`config.mk`:
```
export PLATFORM = sky130hd
export DESIGN_NAME = turn_sequencer
export DESIGN_NICKNAME = d
export VERILOG_FILES = /design/src/rtl/turn_sequencer.sv
export SDC_FILE = /design/constraint.sdc
export NUM_CORES = 1
export LEC_CHECK = 0
export CORE_MARGIN = 2
export CORE_UTILIZATION = 43
export DETAILED_ROUTE_END_ITERATION = 8
export GPL_TIMING_DRIVEN = 0
export PLACE_DENSITY = 0.79
export SETUP_SLACK_MARGIN = 0.2
export SYNTH_ARGS = -nofsm -noshare
export SYNTH_HDL_FRONTEND = slang
export SYNTH_SLANG_ARGS = --single-unit
```
`constraint.sdc`:
```
create_clock -name ph1 -period 2.1 [get_ports ph1]
set_input_delay 0.315 -clock ph1 [delete_from_list [all_inputs] [get_ports ph1]]
set_output_delay 0.315 -clock ph1 [all_outputs]
set_load 0.01 [all_outputs]
```
`src/rtl/turn_sequencer.sv`:
```
// Tic-tac-toe game-flow controller: alternates human/AI turns and owns the single board write port.
// Latency: Moore outputs, registered; a legal move request produces board_we on the next rising ph1.
// Backpressure: player_ready is high only in P1_TURN; moves offered in any other state are ignored.
// Optional build macro TURN_SEQ_MOVE_COUNT_EN adds move_count and a forced tie after nine moves.
module turn_sequencer #(
  parameter int unsigned AI_TIMEOUT = 15
) (
  input  logic        ph1,
  input  logic        reset,
  input  logic        start,
  input  logic        player_valid,
  input  logic [3:0]  player_addr,
  output logic        player_ready,
  input  logic        ai_write_n,
  input  logic [3:0]  ai_addr,
  input  logic [17:0] gBoard,
  input  logic [1:0]  gameResult,
  output logic [1:0]  cellState,
  output logic        board_we,
  output logic [3:0]  board_addr,
  output logic [1:0]  board_data,
  output logic        board_clear,
  output logic        move_reject,
  output logic        game_over,
  output logic [1:0]  winner,
  output logic        ai_fault
`ifdef TURN_SEQ_MOVE_COUNT_EN
  ,
  output logic [3:0]  move_count
`endif
);

  localparam int TW = (AI_TIMEOUT < 1) ? 1 : $clog2(AI_TIMEOUT + 1);
  localparam logic [TW-1:0] TIMER_LAST = TW'(AI_TIMEOUT - 1);
  localparam logic [TW-1:0] TIMER_MAX  = TW'(AI_TIMEOUT);

  typedef enum logic [2:0] {
    IDLE     = 3'd0,
    P1_TURN  = 3'd1,
    P1_WRITE = 3'd2,
    P1_CHECK = 3'd3,
    AI_TURN  = 3'd4,
    AI_WRITE = 3'd5,
    AI_CHECK = 3'd6,
    DONE     = 3'd7
  } state_t;

  state_t        state_q, state_d;
  logic [3:0]    addr_q, addr_d;
  logic [TW-1:0] timer_q, timer_d;
  logic [1:0]    winner_q, winner_d;
  logic          ai_fault_q, ai_fault_d;
  logic          clear_q, clear_d;
  logic          reject_q, reject_d;
  logic          we_q, we_d;
  logic [3:0]    baddr_q, baddr_d;
  logic [1:0]    bdata_q, bdata_d;
  logic [1:0]    cell_q, cell_d;
  logic          ready_q, ready_d;
  logic          over_q, over_d;
  logic [3:0]    cnt_q, cnt_d;
  logic          nine_moves;

  // Only the high bit of each cell marks occupancy; the owner bit is irrelevant here.
  logic [15:0] occ;
  logic        board_lo_unused;

  // Gather the occupancy bit of every cell, zero-padded so any 4-bit index is safe.
  always_comb begin
    occ = '0;
    for (int i = 0; i < 9; i++) begin
      occ[i] = gBoard[2*i+1];
    end
  end

  assign board_lo_unused = ^{gBoard[16], gBoard[14], gBoard[12], gBoard[10], gBoard[8],
                             gBoard[6], gBoard[4], gBoard[2], gBoard[0]};

  function automatic logic is_legal(input logic [3:0] a, input logic [15:0] o);
    return (a < 4'd9) && !o[a];
  endfunction

`ifdef TURN_SEQ_MOVE_COUNT_EN
  assign nine_moves = (cnt_q == 4'd9);
  assign move_count = cnt_q;
`else
  assign nine_moves = 1'b0;
`endif

  // Next-state, latched move address, AI timer and result bookkeeping.
  always_comb begin
    state_d    = state_q;
    addr_d     = addr_q;
    timer_d    = timer_q;
    winner_d   = winner_q;
    ai_fault_d = ai_fault_q;
    clear_d    = 1'b0;
    reject_d   = 1'b0;
    case (state_q)
      IDLE, DONE: begin
        if (start) begin
          state_d    = P1_TURN;
          clear_d    = 1'b1;
          winner_d   = 2'b00;
          ai_fault_d = 1'b0;
          timer_d    = '0;
        end
      end
      P1_TURN: begin
        if (player_valid) begin
          if (is_legal(player_addr, occ)) begin
            addr_d  = player_addr;
            state_d = P1_WRITE;
          end else begin
            reject_d = 1'b1;
          end
        end
      end
      P1_WRITE: state_d = P1_CHECK;
      AI_WRITE: state_d = AI_CHECK;
      P1_CHECK, AI_CHECK: begin
        if (gameResult != 2'b00) begin
          state_d  = DONE;
          winner_d = gameResult;
        end else if (nine_moves) begin
          state_d  = DONE;
          winner_d = 2'b01;
        end else if (state_q == P1_CHECK) begin
          state_d = AI_TURN;
          timer_d = '0;
        end else begin
          state_d = P1_TURN;
        end
      end
      AI_TURN: begin
        if (timer_q != TIMER_MAX) begin
          timer_d = timer_q + 1'b1;
        end
        // A ready AI move wins over a timeout landing in the same cycle.
        if (!ai_write_n) begin
          if (is_legal(ai_addr, occ)) begin
            addr_d  = ai_addr;
            state_d = AI_WRITE;
          end else begin
            state_d    = DONE;
            ai_fault_d = 1'b1;
            winner_d   = 2'b11;
          end
        end else if (timer_q >= TIMER_LAST) begin
          state_d    = DONE;
          ai_fault_d = 1'b1;
          winner_d   = 2'b11;
        end
      end
      default: state_d = IDLE;
    endcase
  end

  // Moore outputs decoded from the upcoming state so they register alongside it.
  always_comb begin
    we_d    = (state_d == P1_WRITE) || (state_d == AI_WRITE);
    baddr_d = we_d ? addr_d : 4'd0;
    bdata_d = (state_d == P1_WRITE) ? 2'b11 : ((state_d == AI_WRITE) ? 2'b10 : 2'b00);
    cell_d  = (state_d == P1_TURN) ? 2'b11 : ((state_d == AI_TURN) ? 2'b10 : 2'b00);
    ready_d = (state_d == P1_TURN);
    over_d  = (state_d == DONE);
    cnt_d   = cnt_q;
    if (clear_d) begin
      cnt_d = 4'd0;
    end else if (we_q && (cnt_q != 4'hF)) begin
      cnt_d = cnt_q + 4'd1;
    end
  end

  // State and output registers; reset clears everything, dropping board_we at once.
  always_ff @(posedge ph1 or negedge reset) begin
    if (!reset) begin
      state_q    <= IDLE;
      addr_q     <= 4'd0;
      timer_q    <= '0;
      winner_q   <= 2'b00;
      ai_fault_q <= 1'b0;
      clear_q    <= 1'b0;
      reject_q   <= 1'b0;
      we_q       <= 1'b0;
      baddr_q    <= 4'd0;
      bdata_q    <= 2'b00;
      cell_q     <= 2'b00;
      ready_q    <= 1'b0;
      over_q     <= 1'b0;
      cnt_q      <= 4'd0;
    end else begin
      state_q    <= state_d;
      addr_q     <= addr_d;
      timer_q    <= timer_d;
      winner_q   <= winner_d;
      ai_fault_q <= ai_fault_d;
      clear_q    <= clear_d;
      reject_q   <= reject_d;
      we_q       <= we_d;
      baddr_q    <= baddr_d;
      bdata_q    <= bdata_d;
      cell_q     <= cell_d;
      ready_q    <= ready_d;
      over_q     <= over_d;
      cnt_q      <= cnt_d;
    end
  end

  assign player_ready = ready_q;
  assign cellState    = cell_q;
  assign board_we     = we_q;
  assign board_addr   = baddr_q;
  assign board_data   = bdata_q;
  assign board_clear  = clear_q;
  assign move_reject  = reject_q;
  assign game_over    = over_q;
  assign winner       = winner_q;
  assign ai_fault     = ai_fault_q;

endmodule

```
## After elaboration in Yosys (flattened, before gate mapping)

Index checks and enable logic that the tools add are counted.

| storage, ports and cells | value |
|---|---|
| register bits | 27 |
| input bits | 33 |

| operators by class | value |
|---|---|
| add/sub/neg operators | 1 |
| $lt $le $gt $ge | 5 |
| equal/unequal tests | 20 |
| muxes and demuxes | 44 |
| reduce and logical (&&, ||, !) cells | 14 |

Operator list:

| cell | number |
|---|---|
| 4-bit two-way mux | 9 |
| 3-bit equality test (second input constant) | 7 |
| 3-bit two-way mux | 7 |
| 2-bit two-way mux | 10 |
| 3-bit case mux with 6 select lines | 1 |
| 4-bit case mux with 3 select lines | 1 |
| 1-bit two-way mux | 11 |
| 4-bit by 5-bit < comparator with 1-bit output (second input constant) | 2 |
| 2-bit != test (second input constant) | 5 |
| 5-bit AND reduction | 2 |
| 3-bit by 2-bit equality test with 1-bit output (second input constant) | 3 |
| 1-bit binary-select mux with 4-bit select | 2 |
| 4-bit < comparator (second input constant) | 2 |
| 4-bit case mux with 2 select lines | 1 |
| 3-bit by 1-bit equality test with 1-bit output (second input constant) | 2 |
| 3-bit != test (second input constant) | 2 |
| 2-bit case mux with 3 select lines | 1 |
| 4-bit by 1-bit adder with 4-bit output (second input constant) | 1 |
| 4-bit greater-or-equal comparator (second input constant) | 1 |
| 4-bit != test (second input constant) | 1 |
| 4-bit AND reduction | 1 |
| 2-bit nonzero test | 2 |
| 2-bit OR reduction | 2 |
| 3-bit zero test | 1 |
| other kinds (5) | 7 |

## Logic depth before layout (Yosys ltp)

| depth | value |
|---|---|
| depth after elaboration | 10 |
| depth in mapped cells | 8 |
| mapped depth without buffers | 8 |

## Least setup slack after synthesis

No wires, ideal clock.

| timing | value |
|---|---|
| path kind | input-to-reg |
| start point | input ai_addr[0] |
| end point | register winner_q[0], in the netlist winner[0] |
| data arrival time | 1746 ps |
| required time | 1975 ps |
| slack | 229 ps |
| stages | 7 |
| path through | buf_6 -> mux2i_1 -> and3_1 -> o41ai_1 -> and2_1 -> o22a_2 -> mux2_2 |

| between the ends | value |
|---|---|
| longest elaborated chain between the ends | 6 |

Ends and longest elaborated chain:

| what | line | text |
|---|---|---|
| start: declaration | 15 | `input logic [3:0] ai_addr,` |
| 1-bit binary-select mux with 4-bit select | 80 | `return (a < 4'd9) && !o[a];` |
| 1-bit two-way mux (implied by the code) | 80 |  |
| 1-bit zero test | 80 |  |
| 1-bit logical AND (*) | 80 |  |
| 3-bit != test (no line) (*) | n/a |  |
| 5-bit AND reduction (no line) (*) | n/a |  |
| end signal: assignment | 196 | `winner_q <= winner_d;` |
| end: declaration | 51 | `logic [1:0] winner_q, winner_d;` |

Mark *: on every way between the ends. The rest lies on a longest branch, timed or not. The select of a mux whose other input is x is not followed.
A chain may end at the register's enable or synchronous reset.

## Worst setup path after layout

| timing | value |
|---|---|
| start point | input gBoard[7] |
| end point | register winner_q[1], in the netlist winner[1] |

| between the ends | value |
|---|---|
| longest elaborated chain between the ends | 6 |

Ends and longest elaborated chain:

| what | line | text |
|---|---|---|
| start: declaration | 16 | `input logic [17:0] gBoard,` |
| 1-bit binary-select mux with 4-bit select | 80 |  |
| 1-bit two-way mux (implied by the code) | 80 |  |
| 1-bit zero test | 80 |  |
| 1-bit logical AND | 80 |  |
| 3-bit != test (no line) | n/a |  |
| 5-bit AND reduction (no line) | n/a |  |

No other way between the ends. The select of a mux whose other input is x is not followed.

==> results.txt <==
Average wire per standard cell -> 15.00 um
CP startpoint kind -> input port
Final net count -> 218
Synth area leader -> dfrtp_1
CTS Root Cell -> clkbuf_4
MaxCap Viol Count -> 0
Metal3 WL -> 210 um
Total track usage -> 0.1887
Largest net degree at the start of global routing -> 22
Antenna Nets Post-Route -> 0
Share of cells above drive strength 1 -> 0.1813
Clk_lat worst skew -> 310 ps
Input/output buffers -> 37
GPL Wtd Cong -> 0.8651
Count of hold-fix buffers inserted at cts -> 0
Syn Nets -> 176
Synth area leaders -> dfrtp_1 41%, o21ai_0 5.0%, nand2_1 4.1%
Reg area -> 525.5 sq um
Synth top cells by count -> 21 x dfrtp_1, 14 x nand2_1, 14 x nor2_1
Final Power -> 1.700 mW
Post-route insts no fill -> 213
Critical-path top delay cell -> clkdlybuf4s50_1
Status -> complete, but fails checks
Detailed-route wire length -> 3195 um
Peak VDD IR -> 0.3448 mV
Post-synthesis xor/xnor area fraction -> 0.006757
FP Rows -> 19
First-pass GRT wire length -> 4912 um
Die width -> 58.91 um
Distinct cell type count after synthesis -> 44
Iter 0 DRT Violations -> 76
Post-synthesis mux area share -> 0.07336
Crit path cell chain -> clkdlybuf4s50_1 > mux2_4 > nor3b_2 > o41ai_2 > and2_4 > o22a_2 > mux2_2
Post-CTS Setup Inserts -> 0
Via/cell ratio -> 5.972
Synth Area in Simple Gates -> 0.2201
Max clock buf depth -> 2
Fraction of the yosys area taken by sequential cells -> 0.4054
Required @ worst endpoint -> 2310 ps
EDFF count, synth -> 0
Main combinational cell family by area after synthesis -> simple AND/OR/NAND/NOR gates
RSZ-0062 raised after global routing -> true
Slew HR -> 0.3926
Core area -> 2805 sq um
Compound-Gate Fraction of Synth Area -> 0.2181
Violated checks -> design-rule violations
Fin crit period -> 1896 ps
Vias in the first global route -> 1,157
Top Metal Used -> met4
Number of synthesized register bits -> 21
Cts bufs inserted -> 3
Pwr/cell area -> 942.7 nW/um^2
Clk slew on worst S/H paths -> 120 ps
Top cell type's share of synthesized area -> 0.4054
Post-Syn Area -> 1296 sq um
Cells after synthesis -> 141
HP Class -> input port to flip-flop
Leakage power -> 0.8512 nW
Slowest Stage Delay on Critical Path -> 490 ps
CTS tree -> built
Reg2Reg Launch Point -> state_q[0]
Most common cell in the netlist -> dfrtp_1
Die Y-Extent -> 58.91 um
Final setup viols -> 0
Fillers -> 242
I/O Pins -> 49
Hold Path Origin -> ai_addr[0]
Avg Cell Area, Syn -> 9.193 sq um
Initial antenna violation count -> 0
Clk sinks -> 21
DR DRC count -> 2
Initial core utilization -> 0.4621
CTS H-Tree Depth -> 1
DIE AREA -> 3470 sq um
Final Hold Fails -> 0
Wl on met1 -> 1326 um
Synth warn -> 0
Final Cycle Share -> 0.9030
WP data arrival -> 2100 ps
Post-Synth Adder-Cell Area -> 0.01931
First drt pass iteration count -> 8
CP Class -> input port to flip-flop
Fmax -> 527.4 MHz
Multi-input logic area -> 744.5 sq um
Skew final -> 3.756 ps
Critical Path Fanout Max -> 3
Post-detail-place hpwl -> 2340 um
Placed cells -> 209
Worst slew pin tran -> 908.3 ps
Vias -> 1,272
Area delta synth->final -> 39.09%
Launch point of the worst path -> gBoard[7]
Post-synth ARST share -> 1.000
Ys flop type -> dfrtp_1
GR Overflow Total -> 0
Met2 wire len -> 1590 um
Crit. End Element -> flip-flop
Ant. Diodes -> 0
Slew Viols, Final -> 0
-- area by class of cell --
class,count,share of cell area
Inverter,4,0.008328
Clock inverter,1,0.002776
Tap cell,31,0.02151
Buffer,8,0.03331
Multi-Input combinational cell,108,0.4129
Clock buffer,3,0.01249
Sequential cell,21,0.2915
Timing Repair Buffer,37,0.2172
-- state kept, by name, summed over array words and instances, names as in the netlist --
| register | flops |
|---|---|
| board_addr | 4 |
| timer_q | 4 |
| state_q | 3 |
| cellState | 2 |
| winner | 2 |
| ai_fault | 1 |
| board_clear | 1 |
| board_data | 1 |
| board_we | 1 |
| game_over | 1 |
| move_reject | 1 |
-- path summary, 6_finish.rpt --
kind	end	slack (ps)	cells past startpoint
worst max-delay path	winner[1]	200	7
worst min-delay path	board_addr[0]	280	2
worst max register to register	timer_q[3]	290	6
worst min register to register	winner[0]	520	1
max in group asynchronous	cellState[1]	1040	1
min in group asynchronous	board_clear	500	1
-- what timing repair did --
item | 4_1_cts | 5_1_grt
resized for setup | 8 | 17
setup endpoints to repair | 5 | 8
pin swaps | 2 | 5
-- cell usage in the layout (no fill, tap or decap), drive strengths merged, types with 2 or more instances in the layout --
cell type	Yosys	layout
ha	2	2
dfrtp	21	21
nor2	14	14
mux2	4	4
o21ai	13	13
o31ai	2	2
nor3b	5	5
nand2	14	14
mux2i	5	5
nand3b	2	2
clkbuf	1	4
nor2b	2	2
buf	7	7
and2	2	2
clkdlybuf4s50	0	27
nor3	2	2
or2	2	2
a22o	5	5
dlymetal6s2s	0	9
and3	3	3
nand3	3	3
a21oi	8	8
inv	4	4
a31oi	2	2
-- power by group --
group          internal [mW]  switching, mW
Sequential             0.506         0.0658
Combinational          0.465          0.467
Clock                 0.0711          0.125
-- through the flow --
| stage | TNS, ps | setup slack (ps) | cell area (sq um) | util | hold WS [ps] |
|---|---|---|---|---|---|
| 6_report | 0 | 203.8 | 1803 | 0.6427 | 276.7 |
| 5_1_grt | 0 | 160.0 | 1803 | 0.6427 | 272.7 |
| 4_1_cts | 0 | 207.0 | 1760 | 0.6276 | 267.2 |
| 3_5_place_dp | -1481 | -254.3 | 1705 | 0.6079 | 500.5 |
| 3_3_place_gp | -1248 | -256.7 | 1705 | 0.6079 | 491.1 |
| 2_1_floorplan | 0 | 229.1 | 1296 | - | 19.41 |
-- critical path: cells and delay by family --
| family | cells | cell delay (ps) |
|---|---|---|
| AOI/OAI and AO/OA | 2 | 550 |
| buffers and inverters | 1 | 490 |
| muxes | 2 | 490 |
| and+or+nand+nor | 2 | 260 |
-- metal layers --
metal / track usage / vias up
met1: 0.2162 / 602
met3: 0.02857 / 8
li1: - / 600
met4: 0.07792 / 0
met5: 0 / -
met2: 0.3460 / 62
-- kinds of logic (layout without fill, tap and decap cells) --
family,count (synthesis),after routing
flops,21,21
compound gates,42,42
simple gates,54,54
fa+ha+maj,2,2
mux,9,9
buf+inv,12,53
xor+xnor,1,1
Note: power is estimated with default switching activity, not from simulation.
